**config.mk**
```make
export PLATFORM = sky130hd
export DESIGN_NAME = bcd_scan_driver_flat
export DESIGN_NICKNAME = d
export VERILOG_FILES = /design/src/rtl/bcd_scan_driver_if.sv /design/src/rtl/bcd_scan_driver.sv /design/src/flat_wrapper.sv
export SDC_FILE = /design/constraint.sdc
export NUM_CORES = 1
export LEC_CHECK = 0
export CAP_MARGIN = 20
export CORE_MARGIN = 4
export CORE_UTILIZATION = 51
export CTS_CLUSTER_SIZE = 12
export DETAILED_ROUTE_END_ITERATION = 6
export PLACE_DENSITY = 0.79
export SLEW_MARGIN = 20
export SYNTH_ARGS = -nofsm -noshare
export SYNTH_HDL_FRONTEND = slang
export SYNTH_SLANG_ARGS = --single-unit
```
**constraint.sdc**
```tcl
create_clock -name clk -period 1.87 [get_ports clk]
set_clock_uncertainty 0.15 [all_clocks]
set_input_delay 0.374 -clock clk [delete_from_list [all_inputs] [get_ports clk]]
set_output_delay 0.374 -clock clk [all_outputs]
set_load 0.005 [all_outputs]
```
**src/rtl/bcd_scan_driver_if.sv**
```systemverilog
// Bus between the BPM source and the 3-digit display driver: load
// handshake, converted digits and the digit-select scan code.
interface bcd_scan_driver_if;
    logic [7:0] bin_in;
    logic       load;
    logic       busy;
    logic       done;
    logic [3:0] dig_hund;
    logic [3:0] dig_tens;
    logic [3:0] dig_ones;
    logic [1:0] selec;

    // Producer side: supplies the value and strobe, watches status and digits
    modport master (
        output bin_in,
        output load,
        input  busy,
        input  done,
        input  dig_hund,
        input  dig_tens,
        input  dig_ones,
        input  selec
    );

    // Driver side: consumes the value and strobe, produces status and digits
    modport slave (
        input  bin_in,
        input  load,
        output busy,
        output done,
        output dig_hund,
        output dig_tens,
        output dig_ones,
        output selec
    );
endinterface

```
**src/rtl/bcd_scan_driver.sv**
```systemverilog
// 8-bit binary to 3-digit BCD converter (sequential double-dabble, one
// bit per cycle) with optional leading-zero blanking, plus a free-running
// digit-select scan generator for a multiplexed 7-segment display.
// A blanked digit is 4'hF, which the downstream decoder shows as all-off.
module bcd_scan_driver #(
    parameter int REFRESH_DIV = 50000,
    parameter bit BLANK_LZ    = 1'b1
) (
    input logic          clk,
    input logic          reset,
    bcd_scan_driver_if.slave bus
);

    localparam int               CNT_W    = (REFRESH_DIV > 2) ? $clog2(REFRESH_DIV) : 1;
    localparam logic [CNT_W-1:0] CNT_TERM = CNT_W'(REFRESH_DIV - 1);
    localparam logic [3:0]       LZ_RESET = BLANK_LZ ? 4'hF : 4'h0;

    localparam logic [1:0] S_IDLE  = 2'd0;
    localparam logic [1:0] S_SHIFT = 2'd1;
    localparam logic [1:0] S_LATCH = 2'd2;

    logic [1:0]       state;
    logic [7:0]       shift_reg;
    logic [11:0]      scratch;
    logic [2:0]       iter;
    logic             busy_r;
    logic             done_r;
    logic [3:0]       hund_r;
    logic [3:0]       tens_r;
    logic [3:0]       ones_r;
    logic [CNT_W-1:0] refresh_cnt;
    logic [1:0]       selec_r;

    logic [11:0]      scratch_adj;
    logic [19:0]      shifted;
    logic             blank_hund;
    logic             blank_tens;
    logic [3:0]       next_hund;
    logic [3:0]       next_tens;

    function automatic logic [3:0] add3(input logic [3:0] n);
        return (n >= 4'd5) ? (n + 4'd3) : n;
    endfunction

    // One double-dabble step: correct each BCD nibble, then shift the
    // combined {scratch, shift_reg} word left by one bit
    always_comb begin
        scratch_adj = {add3(scratch[11:8]), add3(scratch[7:4]), add3(scratch[3:0])};
        shifted     = {scratch_adj, shift_reg} << 1;
    end

    // Leading-zero blanking of the finished result; tens only blank when
    // hundreds is also blank, so 100 still shows its middle zero
    always_comb begin
        blank_hund = BLANK_LZ && (scratch[11:8] == 4'd0);
        blank_tens = blank_hund && (scratch[7:4] == 4'd0);
        next_hund  = blank_hund ? 4'hF : scratch[11:8];
        next_tens  = blank_tens ? 4'hF : scratch[7:4];
    end

    // Conversion FSM: accept in IDLE, eight shift cycles, then publish the
    // digits together with a one-cycle done pulse
    always_ff @(posedge clk or posedge reset) begin
        if (reset) begin
            state     <= S_IDLE;
            shift_reg <= 8'd0;
            scratch   <= 12'd0;
            iter      <= 3'd0;
            busy_r    <= 1'b0;
            done_r    <= 1'b0;
            hund_r    <= LZ_RESET;
            tens_r    <= LZ_RESET;
            ones_r    <= 4'd0;
        end else begin
            done_r <= 1'b0;
            case (state)
                S_IDLE: begin
                    if (bus.load) begin
                        shift_reg <= bus.bin_in;
                        scratch   <= 12'd0;
                        iter      <= 3'd0;
                        busy_r    <= 1'b1;
                        state     <= S_SHIFT;
                    end
                end
                S_SHIFT: begin
                    scratch   <= shifted[19:8];
                    shift_reg <= shifted[7:0];
                    iter      <= iter + 3'd1;
                    if (iter == 3'd7) begin
                        state <= S_LATCH;
                    end
                end
                S_LATCH: begin
                    hund_r <= next_hund;
                    tens_r <= next_tens;
                    ones_r <= scratch[3:0];
                    done_r <= 1'b1;
                    busy_r <= 1'b0;
                    state  <= S_IDLE;
                end
                default: begin
                    busy_r <= 1'b0;
                    state  <= S_IDLE;
                end
            endcase
        end
    end

    // Free-running refresh divider; the scan code steps on each wrap and
    // never produces 2'b11 (an unexpected 11 recovers to 00)
    always_ff @(posedge clk or posedge reset) begin
        if (reset) begin
            refresh_cnt <= '0;
            selec_r     <= 2'b00;
        end else if (refresh_cnt == CNT_TERM) begin
            refresh_cnt <= '0;
            case (selec_r)
                2'b00:   selec_r <= 2'b01;
                2'b01:   selec_r <= 2'b10;
                default: selec_r <= 2'b00;
            endcase
        end else begin
            refresh_cnt <= refresh_cnt + 1'b1;
        end
    end

    assign bus.busy     = busy_r;
    assign bus.done     = done_r;
    assign bus.dig_hund = hund_r;
    assign bus.dig_tens = tens_r;
    assign bus.dig_ones = ones_r;
    assign bus.selec    = selec_r;

endmodule

```
**src/flat_wrapper.sv**
```systemverilog
// flat-port wrapper written by rule: the top's interface ports become plain ports
module bcd_scan_driver_flat 
#(
    parameter int REFRESH_DIV = 50000,
    parameter bit BLANK_LZ    = 1'b1
)
  (clk, reset, bus_bin_in, bus_load, bus_busy, bus_done, bus_dig_hund, bus_dig_tens, bus_dig_ones, bus_selec);
  bcd_scan_driver_if bus_i ();
  input logic clk;
  input logic reset;
  input wire logic [$bits(bus_i.bin_in)-1:0] bus_bin_in;
  input wire logic [$bits(bus_i.load)-1:0] bus_load;
  output wire logic [$bits(bus_i.busy)-1:0] bus_busy;
  output wire logic [$bits(bus_i.done)-1:0] bus_done;
  output wire logic [$bits(bus_i.dig_hund)-1:0] bus_dig_hund;
  output wire logic [$bits(bus_i.dig_tens)-1:0] bus_dig_tens;
  output wire logic [$bits(bus_i.dig_ones)-1:0] bus_dig_ones;
  output wire logic [$bits(bus_i.selec)-1:0] bus_selec;
  assign bus_i.bin_in = bus_bin_in;
  assign bus_i.load = bus_load;
  assign bus_busy = bus_i.busy;
  assign bus_done = bus_i.done;
  assign bus_dig_hund = bus_i.dig_hund;
  assign bus_dig_tens = bus_i.dig_tens;
  assign bus_dig_ones = bus_i.dig_ones;
  assign bus_selec = bus_i.selec;
  bcd_scan_driver #(.REFRESH_DIV(REFRESH_DIV), .BLANK_LZ(BLANK_LZ)) u_core (.clk(clk), .reset(reset), .bus(bus_i));
endmodule
```
==> out/metrics.csv <==
stage,metric,value,unit
run_status,status,"complete, no violations",
layout,Util after Layout,66.40,%
synth,multiplexer area fraction after synthesis,3.850,%
grt,antenna violations before repair,0,
clocking,Worst-Skew Late Latency,0.32,ns
floorplan,Starting Density,54.30,%
route,Initial DRC Count,142,
synth,Synth Area in XOR/XNOR,5.323,%
power_and_ir_drop,PwrDens,1327,nW/um^2
clocking,CTS max path bufs,2,
floorplan,I/O pins,27,
route,Initial DRT Pass Iterations,7,
place,Placed Instance Area,3038,um^2
clocking,CTS tree,yes,
layout,"commonest non-fill, non-tap cell in the layout",dfrtp_1,
synth,Gate Count Post-Synth,250,
clocking,clock sinks,57,
synth,post-synth net total,271,
synth,Post-synth EDFFs,0,
place,Final HPWL DP,3442,um
grt,Overflow after GRT,0,
synth,"area leader, netlist",dfrtp_1,
synth,Synth top area share,46.58,%
run,Max-Cap Viols,0,
synth,Synth async-reset ratio,100.0,%
critical_path,Arrival @ worst endpoint,1.87,ns
critical_path,WS Path Type,reg -> reg,
power_and_ir_drop,P_int,2894,uW
timing,Worst-Margin Slew,0.4892,ns
timing,Period minus WS final,1.768,ns
power_and_ir_drop,standby leakage power,0.001503,uW
floorplan,core region area,4848,um^2
clocking,clock-pin slew on the worst setup and hold paths,0.06,ns
synth,"Distinct cells, synth",37,
timing,fin. max-slew vios,0,
clocking,Clk Tree Root Cell,clkbuf_8,
timing,Fin Setup TNS,0,ns
power_and_ir_drop,Switching Share,32.27,%
route,routed vias,1921,
timing,Final Hold Vio Count,0,
power_and_ir_drop,Clock Power Share,23.1,%
clocking,CTS H-tree depth,3,
power_and_ir_drop,Sw Pwr,1378,uW
grt,vias in the first global route,1863,
place,pre-CTS setup slack,0.09533,ns
power_and_ir_drop,Max VDD drop,895.1,uV
place,I/O Buffers,26,
timing,relative slew slack,67.38,%
power_and_ir_drop,Logic pwr share,32.9,%
synth,Syn Std Cell Area,2633,um^2
route,WL final,4804,um
layout,most frequent cells in the layout,"49 x dfrtp_1, 34 x nand2_1, 23 x o21ai_0",
timing,RSZ-0062 raised after global routing,false,
grt,first-pass GRT wire length,8514,um
synth,adder-cell share of the synthesized area,4.753,%
layout,Fillers,402,
floorplan,Die ar.,6375,um^2
floorplan,Die Wd,79.85,um
synth,prevailing post-synth register cell,dfrtp_1,
power_and_ir_drop,Seq pwr share,44.1,%
hold_path,Hold Crit Class,in -> async,
timing,final worst slack,0.1016,ns
synth,Yosys reg bits,57,
synth,largest family of logic cells by synthesized area,simple AND/OR/NAND/NOR gates,
place,GPL Wtd Cong,0.7928,
synth,Ys Warns,0,
layout,nets@finish,308,
synth,compound-cell area share of the yosys netlist,11.64,%
route,DRC Markers,0,
layout,P&R area growth vs syn,22.29,%
layout,number of diodes,0,
layout,max FFs per register,16,
critical_path,crit start category,flop,
grt,largest net degree at the start of global routing,33,
clocking,cts bufs inserted,9,
critical_path,critical path required time,1.97,ns
timing,FMAX,565.5,MHz
floorplan,Core Rows,25,
floorplan,die height,79.85,um
grt,total track usage,17.48,%
synth,"Avg Cell Area, Syn",10.53,um^2
layout,fraction of layout cells with a size suffix above 1,14.38,%
clocking,hold_buf cts,0,
route,drt wl/cell,13.38,um
layout,fin area,3219,um^2
timing,Final Cycle Share,94.57,%
route,Final ANT Viol Nets,0,
synth,Area contributors post-synth,"dfrtp_1 47%, dfstp_2 8.0%, nand2_1 4.8%",
route,vias per cell,5.351,
synth,Synth Area in Simple Gates,16.68,%
critical_path,CP max FO,4,
critical_path,Critical Path Sink Type,flop,
synth,register area share after synthesis,54.56,%
timing,final setup vio count,0,
critical_path,depth of the most critical reg-to-reg path,5,
[timing repair]
action,in CTS,in global routing
setup buffers,0,1
setup endpoints to repair,8,1
pin swaps,0,1
cloned,0,0
gates resized for setup,8,4
[cell type report]
cell class	count	area, um^2	area share (%)
multi-input cells	171	1126	34.98
flip-flops and latches	57	1436	44.62
clock buffers	16	170.2	5.286
inverters	11	45.04	1.399
well taps	67	83.83	2.604
repair buffers	37	357.8	11.12
[synthesized netlist by cell type (all sizes together) (2+ instances only)]
library cell  instances
a21oi                 8
a22o                  6
a22oi                 2
and4                  3
clkbuf               10
dfrtp                49
dfstp                 8
ha                   10
inv                  11
mux2i                 9
nand2                34
nand2b                6
nand3                 7
nand4                 5
nor2                 16
nor2b                 3
nor3                  4
nor4b                 2
o21ai                24
o22a                  4
o31ai                 2
xnor2                 7
xor2                  9
[worst max-delay path, stage by stage (launching register included)]
cell and delay, ns:
dfrtp_1 0.38, ha_2 0.20, and4_4 0.24, nand3_2 0.10, or3_2 0.49, a21oi_2 0.14
[through the flow]
stage | power, uW | hold WS [ns] | cells
after global placement | 3293 | 0.2928 | 342
after detailed placement | 3380 | 0.3051 | 342
final | 4272 | 0.2378 | 359
after global routing | 4609 | 0.2559 | 359
after CTS | 4328 | 0.2380 | 358
after floorplan | 2813 | 0.2938 | 250
[per-layer routing]
layer	vias up	share of wire [%]	track usage [%]
met1	943	47	22.35
met3	7	4.0	5.305
li1	939	-	-
met2	32	48	27.21
met4	0	1.4	8.108
met5	-	0	0
[final timing paths]
kind,endpoint,slack (ns),startpoint
max,u_core.refresh_cnt[14],0.10,u_core.refresh_cnt[0]
min,u_core.bus.done,0.24,reset
max reg2reg,u_core.refresh_cnt[14],0.10,u_core.refresh_cnt[0]
min reg2reg,u_core.bus.dig_hund[1],0.31,u_core.bus.dig_hund[1]
max in group asynchronous,u_core.iter[2],0.87,reset
min in group clk,u_core.bus.dig_hund[1],0.31,u_core.bus.dig_hund[1]
[cells by family after synthesis]
kind of cell             count (synthesis)
XOR/XNOR                                16
AND/OR/NAND/NOR                         86
AO/OA/AOI/OAI                           49
buffers and inverters                   22
adder cells (fa/ha/maj)                 10
flip-flops                              57
multiplexers                            10
[power groups by stage]
stage	sequential, uW	combinational [uW]	clock (uW)
after global routing	1930	1590	1080
after floorplan	1860	958	0
after detailed placement	1900	1480	0
after global placement	1890	1410	0
final	1880	1400	986
after CTS	1880	1430	1010
Power figures use the tool's default switching activity.
